File: config.mk
export PLATFORM = sky130hd
export DESIGN_NAME = display_scan_driver
export DESIGN_NICKNAME = d
export VERILOG_FILES = /design/src/rtl/display_pkg.sv /design/src/rtl/display_scan_driver_scan_timer.sv /design/src/rtl/display_scan_driver.sv
export SDC_FILE = /design/constraint.sdc
export NUM_CORES = 1
export LEC_CHECK = 0
export ABC_AREA = 1
export CAP_MARGIN = 20
export CORE_MARGIN = 10
export CORE_UTILIZATION = 58
export DETAILED_ROUTE_END_ITERATION = 10
export GPL_TIMING_DRIVEN = 0
export PLACE_DENSITY_LB_ADDON = 0.08
export SKIP_LAST_GASP = 1
export SYNTH_ARGS = -nofsm -noshare
export SYNTH_HDL_FRONTEND = slang
export SYNTH_HIERARCHICAL = 1
export SYNTH_SLANG_ARGS = --single-unit
export TNS_END_PERCENT = 20
File: constraint.sdc
create_clock -name clock -period 6.2 [get_ports clock]
set_input_delay 0.62 -clock clock [delete_from_list [all_inputs] [get_ports clock]]
set_output_delay 0.62 -clock clock [all_outputs]
set_load 0.005 [all_outputs]
File: src/rtl/display_pkg.sv
// Shared digit-word type, scan FSM states and seven-segment decode for the display path.
// Optional macro DISPLAY_HEX_DECODE_EN adds A..F glyphs for values 10..15.
package display_pkg;

    typedef struct packed {
        logic       en;
        logic [3:0] value;
        logic       dp;
    } digit_word_t;

    typedef enum logic {
        ST_BLANK,
        ST_SHOW
    } scan_state_t;

    localparam logic [6:0] SEG_BLANK = 7'b1111111;

    // Returns {a,b,c,d,e,f,g}, active-low.
    function automatic logic [6:0] seg7_decode(input logic [3:0] value);
        logic [6:0] seg;
        seg = SEG_BLANK;
        case (value)
            4'd0:    seg = 7'b0000001;
            4'd1:    seg = 7'b1001111;
            4'd2:    seg = 7'b0010010;
            4'd3:    seg = 7'b0000110;
            4'd4:    seg = 7'b1001100;
            4'd5:    seg = 7'b0100100;
            4'd6:    seg = 7'b0100000;
            4'd7:    seg = 7'b0001111;
            4'd8:    seg = 7'b0000000;
            4'd9:    seg = 7'b0000100;
`ifdef DISPLAY_HEX_DECODE_EN
            4'd10:   seg = 7'b0001000;
            4'd11:   seg = 7'b1100000;
            4'd12:   seg = 7'b0110001;
            4'd13:   seg = 7'b1000010;
            4'd14:   seg = 7'b0110000;
            4'd15:   seg = 7'b0111000;
`endif
            default: seg = SEG_BLANK;
        endcase
        return seg;
    endfunction

endpackage

File: src/rtl/display_scan_driver_scan_timer.sv
// Slot timer for the display scan: slot counter, digit index, frame-start strobe
// and the BLANK/SHOW state machine.
module scan_timer
    import display_pkg::*;
#(
    parameter int SLOT_CYCLES  = 100_000,
    parameter int BLANK_CYCLES = 16
) (
    input  logic       clock,
    input  logic       reset,
    output logic [2:0] idx,
    output logic       show,
    output logic       show_next,
    output logic       frame_start
);

    localparam int CNT_W = (SLOT_CYCLES > 1) ? $clog2(SLOT_CYCLES) : 1;
    localparam logic [CNT_W-1:0] LAST_SLOT  = CNT_W'(SLOT_CYCLES - 1);
    localparam logic [CNT_W-1:0] LAST_BLANK = CNT_W'(BLANK_CYCLES - 1);

    logic [CNT_W-1:0] slot_cnt;
    scan_state_t      state, state_next;

    // NOTE: sequential state uses non-blocking assignments so every flop samples pre-edge values.
    always_ff @(posedge clock or negedge reset) begin
        if (!reset) begin
            slot_cnt <= '0;
            idx      <= '0;
            state    <= ST_BLANK;
        end else begin
            state <= state_next;
            if (slot_cnt == LAST_SLOT) begin
                slot_cnt <= '0;
                idx      <= idx + 3'd1;
            end else begin
                slot_cnt <= slot_cnt + 1'b1;
            end
        end
    end

    // NOTE: next-state gets its default first so no path through the case infers a latch.
    always_comb begin
        state_next = state;
        case (state)
            ST_BLANK: if (slot_cnt == LAST_BLANK) state_next = ST_SHOW;
            ST_SHOW:  if (slot_cnt == LAST_SLOT)  state_next = ST_BLANK;
            default:  state_next = ST_BLANK;
        endcase
    end

    assign show        = (state == ST_SHOW);
    assign show_next   = (state_next == ST_SHOW);
    assign frame_start = (slot_cnt == '0) && (idx == 3'd0);

endmodule

File: src/rtl/display_scan_driver.sv
// Time-multiplexed 8-digit common-anode seven-segment driver with per-frame input snapshot.
// Define DISPLAY_HEX_DECODE_EN to show values 10..15 as A..F instead of blank.
module display_scan_driver
    import display_pkg::*;
#(
    parameter int CLK_FREQ_HZ  = 100_000_000,
    parameter int SLOT_HZ      = 1000,
    parameter int BLANK_CYCLES = 16
) (
    input  logic       clock,
    input  logic       reset,
    input  logic [5:0] d1,
    input  logic [5:0] d2,
    input  logic [5:0] d3,
    input  logic [5:0] d4,
    input  logic [5:0] d5,
    input  logic [5:0] d6,
    input  logic [5:0] d7,
    input  logic [5:0] d8,
    output logic [7:0] an,
    output logic [7:0] dec_ddp
);

    localparam int SLOT_CYCLES = CLK_FREQ_HZ / SLOT_HZ;

    logic [2:0]  idx;
    logic        show, show_next, frame_start;
    digit_word_t d_in [8];
    digit_word_t snap [8];
    digit_word_t cur;
    logic [7:0]  an_show, dec_show;

    scan_timer #(
        .SLOT_CYCLES  (SLOT_CYCLES),
        .BLANK_CYCLES (BLANK_CYCLES)
    ) u_timer (
        .clock       (clock),
        .reset       (reset),
        .idx         (idx),
        .show        (show),
        .show_next   (show_next),
        .frame_start (frame_start)
    );

    assign d_in[0] = d1;
    assign d_in[1] = d2;
    assign d_in[2] = d3;
    assign d_in[3] = d4;
    assign d_in[4] = d5;
    assign d_in[5] = d6;
    assign d_in[6] = d7;
    assign d_in[7] = d8;

    // NOTE: the snapshot is reset on purpose; a frame started right after reset must show known words.
    always_ff @(posedge clock or negedge reset) begin
        if (!reset) begin
            for (int i = 0; i < 8; i++) snap[i] <= '0;
        end else if (frame_start) begin
            for (int i = 0; i < 8; i++) snap[i] <= d_in[i];
        end
    end

    // Bypass the snapshot on its load edge so a one-cycle blank still shows the fresh word.
    always_comb begin
        cur      = frame_start ? d_in[idx] : snap[idx];
        an_show  = cur.en ? ~(8'd1 << idx) : 8'hFF;
        dec_show = {seg7_decode(cur.value), cur.dp};
    end

    // Outputs load only on BLANK/SHOW transitions and hold for the rest of the phase.
    always_ff @(posedge clock or negedge reset) begin
        if (!reset) begin
            an      <= 8'hFF;
            dec_ddp <= 8'hFF;
        end else if (show_next && !show) begin
            an      <= an_show;
            dec_ddp <= dec_show;
        end else if (!show_next && show) begin
            an      <= 8'hFF;
            dec_ddp <= 8'hFF;
        end
    end

endmodule

# [Yosys cells after proc, flatten, opt, wreduce, memory -nomap -nowiden]
# Memory sizes are Yosys's and may differ from the RTL's.
# Cells that the tools add are included.
[op_classes] shifts=1 n_lt_le_gt_ge=1 n_reduce_logical=8 n_addsub=2 bitwise=3 n_mux=15 n_eq_ne=2
[op_table] op="$bmux W6 S3" n=2
[op_table] op="$mux W8" n=4
[op_table] op="$mux W6" n=5
[op_table] op="$add A17 B1 Y17 const B" n=1
[op_table] op="$eq A17 B17 Y1 const B" n=1
[op_table] op="$eq A17 B4 Y1 const B" n=1
[op_table] op="$logic_not A17 Y1" n=1
[op_table] op="$mux W17" n=1
[op_table] op="$not A8 Y8" n=1
[op_table] op="$shl A1 B3 Y8 const A" n=1
[op_table] op="$ge A4 B4 Y1 const B" n=1
[op_table] op="$not A3 Y4" n=1
[op_table] op="$add A3 B1 Y3 const B" n=1
[op_table] op="$logic_and A1 B1 Y1" n=3
[op_table] op="$logic_not A3 Y1" n=1
[op_table] op="$logic_not A1 Y1" n=2
[op_table] op="$mux W1" n=2
[op_table] op="$pmux W1 S2" n=1
[op_table] op="$reduce_bool A2 Y1" n=1
[op_table] op="$not A1 Y1" n=1
[totals] mem_bits_ro=112 regBits=85 input_bits=50 out_inout_bits=16 mem_count=1
[memory_table] name="(name not given)" words=16 width=7 read_ports=1 rd_ports_with_merged_regs=0 wr=0 line="display_pkg.sv:22" rtl="case (value)"

# [Logic depth before layout (Yosys ltp)]
[logic_depth] ltp_word=7 ltp_mapped=17 depth_no_buf=15

# [Cells and area by module]
# The synthesis kept the hierarchy.
[by_module_without_submodules] mod="display_scan_driver" area_per_inst_um2=3631.0 instances=1 cells_each=503
[by_module_without_submodules] mod="scan_timer" area_per_inst_um2=1371.3 instances=1 cells_each=196

# [Least setup slack after synthesis]
# OpenSTA, ideal clock, no wires.
[synth_timing] path_type="reg-to-reg" start="register u_timer.idx[1]" end="register dec_ddp[4]" stages_incl_launch_ff=15 setup_time_ns=0.072 slack_ns=3.791 arrival_time_ns=2.337 path_cell_list="dfrtp_1 > inv_1 > ha_1 > nand4_1 > nor3_1 > clkbuf_1 > nand3_1 > nand2_2 > inv_1 > ha_1 > nand2_1 > nand3_1 > nand3_1 > nand2_1 > inv_1"
[synth_lines] element="start, declared" line="display_scan_driver_scan_timer.sv:11" rtl="output logic [2:0] idx,"
[synth_lines] element="start signal, assigned" line="display_scan_driver_scan_timer.sv:34" rtl="idx <= idx + 3'd1;"
[synth_lines] element="$logic_not A3 Y1" line="display_scan_driver_scan_timer.sv:53" rtl="assign frame_start = (slot_cnt == '0) && (idx == 3'd0);"
[synth_lines] element="$logic_and A1 B1 Y1" line="display_scan_driver_scan_timer.sv:53"
[synth_lines] element="via frame_start" line="display_scan_driver.sv:27" rtl="logic show, show_next, frame_start;"
[synth_lines] element="$mux W6" line="display_scan_driver.sv:65" rtl="cur = frame_start ? d_in[idx] : snap[idx];"
[synth_lines] element="$mem_v2 Z16 W7"
[synth_lines] element="$mux W8" line="display_scan_driver.sv:75" rtl="end else if (show_next && !show) begin"
[synth_lines] element="end signal, assigned" line="display_scan_driver.sv:77" rtl="dec_ddp <= dec_show;"
[synth_lines] element="end, declared" line="display_scan_driver.sv:21" rtl="output logic [7:0] dec_ddp"
# The timed path passes the listed nets, and every way through them passes these cells. The select of a mux whose other input is x is not followed.
# A chain may end at the register's enable or synchronous reset.

# [Final worst setup path]
[layout_timing] start="register u_timer.idx[1]" end="register dec_ddp[7]"
# The elaborated chain is that of the path after synthesis.

==> impl_metrics.json <==
{
  "status": "finished clean",
  "hp-class": "in -> async",
  "grt_overflow": 0,
  "crit_path_start_kind": "flip-flop",
  "drc": 0,
  "area_delta_synth_final_pct": 20.1,
  "synthCells": 699,
  "postRouteAntennaNets": 0,
  "synth_top_cell_area_share_pct": 34.5,
  "most-common-layout-cells": "253 x nand2_1, 80 x inv_1, 69 x dfrtp_1, 64 x nor2_1, 64 x clkdlybuf4s50_1",
  "vias": 4795,
  "yosys_warnings": 6,
  "rsz0062_at_grt": "no",
  "cts_buffers": 9,
  "worst_path_largest_cell_delay_ns": 0.65,
  "drt_iter0_markers": 365,
  "ys_seq_area_share_pct": 42.9,
  "fin_total_pwr_mw": 1.10,
  "first_pass_iters": 5,
  "crit_path_top_delay_cell": "nor3_1",
  "io_buffer_count": 65,
  "end_kind": "flip-flop",
  "dieHeight_um": 113,
  "synth_area_leaders": "dfrtp_1 35%, nand2_1 19%, dfstp_2 8.4%, inv_1 6.0%, nand3_1 4.8%",
  "fmax_mhz": 316,
  "num_io_pins": 66,
  "max-slew-margin-rel_pct": 48.9,
  "cp_max_fo": 10,
  "grt_pass1_wl_um": 22900,
  "setup_viol_count_final": 0,
  "path_cells": "inv_1, ha_1, nand4_1, nor3_1, clkbuf_1, nand3_1, nand2_2, inv_1, ha_1, inv_1, nand3_1, nand3_1, nand3_1, nand2_1, inv_1",
  "finClkSkew_ns": 0.0196,
  "tightest_slew_ns": 0.761,
  "setup_tns_ns": 0,
  "wirelength_um": 13600,
  "required_ns": 6.50,
  "cts_tree": "yes",
  "fp-row-count": 33,
  "final_common_cell": "nand2_1",
  "grt_use_total_pct": 21.5,
  "path_clk_slew_ns": 0.10,
  "finalMaxSlewViolations": 0,
  "netlist-cell-type-count": 35,
  "fp.dieW_um": 113,
  "hold_viol": 0,
  "synth_area_leader_cell": "dfrtp_1",
  "nets": 837,
  "post-cts-setup-buffer-count": 0,
  "cts_buffer_depth": 2,
  "yosys_most_used_dff": "dfrtp_1",
  "arrival_ns": 3.46,
  "worstSetupPathType": "reg -> reg",
  "synth_edf_count": 0,
  "rr_startpoint": "u_timer/idx[1]$_DFFE_PN0N_",
  "antenna_cells": 0,
  "dp_cells": 870,
  "grt_max_degree": 63,
  "place_ws_ns": 3.14,
  "viasPerCell": 5.41,
  "finalCritPeriodShare_pct": 51.0,
  "syn_area_mm2": 0.00500,
  "cap_violations": 0,
  "wire_per_inst_um": 15.4,
  "min_period_ns": 3.16,
  "die_area_mm2": 0.0127,
  "fin_cells": 886,
  "drive_gt1_share_pct": 10.2,
  "ir_drop_v": 0.000136,
  "grt_pass1_vias": 4796,
  "gp_congestion": 0.923,
  "detailed_place_hpwl_um": 10000,
  "crit_start": "u_timer/idx[1]$_DFFE_PN0N_",
  "power_density_mw_per_mm2": 183,
  "yosys_register_bits": 85,
  "antenna_found_initial": 0,
  "hold_slack_ns": 0.152,
  "p_leak_nw": 2.96,
  "initial_core_util_pct": 60.3,
  "finalWorstSetupSlack_ns": 3.04,
  "avgSynthCellArea_um2": 7.16,
  "cts_resized": 0,
  "syn_nets": 760,
  "worstSkewPairLatency_ns": 0.37,
  "core_region_area_mm2": 0.00830,
  "ctsHoldBuffers": 0,
  "cts-root-buf": "clkbuf_8",
  "clkSinkCount": 85,
  "h-tree-depth": 3,
  "synth-async-reset-ratio_pct": 100
}
## metal layers
layer / up-vias / global-route usage, % / wire length [µm]
met4: 0 / 8.97 / 312
met5: - / 0 / 0
met3: 26 / 5.07 / 1120
li1: 2349 / - / -
met1: 2225 / 27.7 / 5940
met2: 195 / 33.9 / 6240
## synthesized netlist by cell type (4+ instances only)
master	count
or2_2	8
a21oi_1	20
dfrtp_1	69
o22ai_1	4
nor3_1	11
buf_6	4
buf_2	4
nand3_1	48
nand4_1	18
nand2_2	4
xor2_1	5
ha_1	11
o21ai_0	32
buf_1	5
inv_1	80
nand2_1	253
dfstp_2	16
nand2_4	5
clkbuf_1	9
nor2_1	64
nor2_2	6
## report_power, final
part           internal (mW)  switching (mW)  leakage (nW)
Sequential             0.578         0.00922          1.00
Combinational         0.0567          0.0534          1.86
Clock                  0.188           0.212         0.100
Total                  0.823           0.274          2.96
## layout make-up
class	count	area [µm²]
fill	694	2290
buffer	24	133
clock buffer	9	124
sequential	85	2150
clock inverter	7	73.8
multi-input combinational	505	2400
tap	105	131
timing repair buffer	66	676
inverter	85	325
## per-stage QoR
stage	instance area, µm²	util (%)
2_1_floorplan	5000	-
3_3_place_gp	5780	69.7
3_5_place_dp	5810	70.0
4_1_cts	6010	72.4
5_1_grt	6010	72.4
6_report	6010	72.4
## flip-flops by register name, indices dropped and copies added (netlist names)
register	flops
u_timer/slot_cnt	17
u_timer/show	1
u_timer/idx	3
an	8
snap	48
dec_ddp	8
## cell families after synthesis
logic type	share of synthesized area [%]
flops	42.9
simple gates	37.1
xor+xnor	0.875
compound gates	7.23
buf+inv	9.15
fa+ha+maj	2.75
## worst paths after layout
check,endpoint,slack [ns],cells past startpoint
worst max-delay path,dec_ddp[7]$_DFFE_PN1P_,3.04,15
worst min-delay path,snap[25]$_DFFE_PN0P_,0.15,1
worst max register to register,dec_ddp[7]$_DFFE_PN1P_,3.04,15
worst min register to register,snap[15]$_DFFE_PN0P_,0.48,2
max in group asynchronous,an[4]$_DFFE_PN1P_,5.37,2
min in group clock,snap[15]$_DFFE_PN0P_,0.48,2
## worst max-delay path: cells and delay by family (launching register included)
kind,cells,cell delay (ns)
adders and majority gates,2,0.34
buffers and inverters,5,0.81
DFF,1,0.51
and+or+nand+nor,8,1.45
Power figures use the tool's default switching activity.
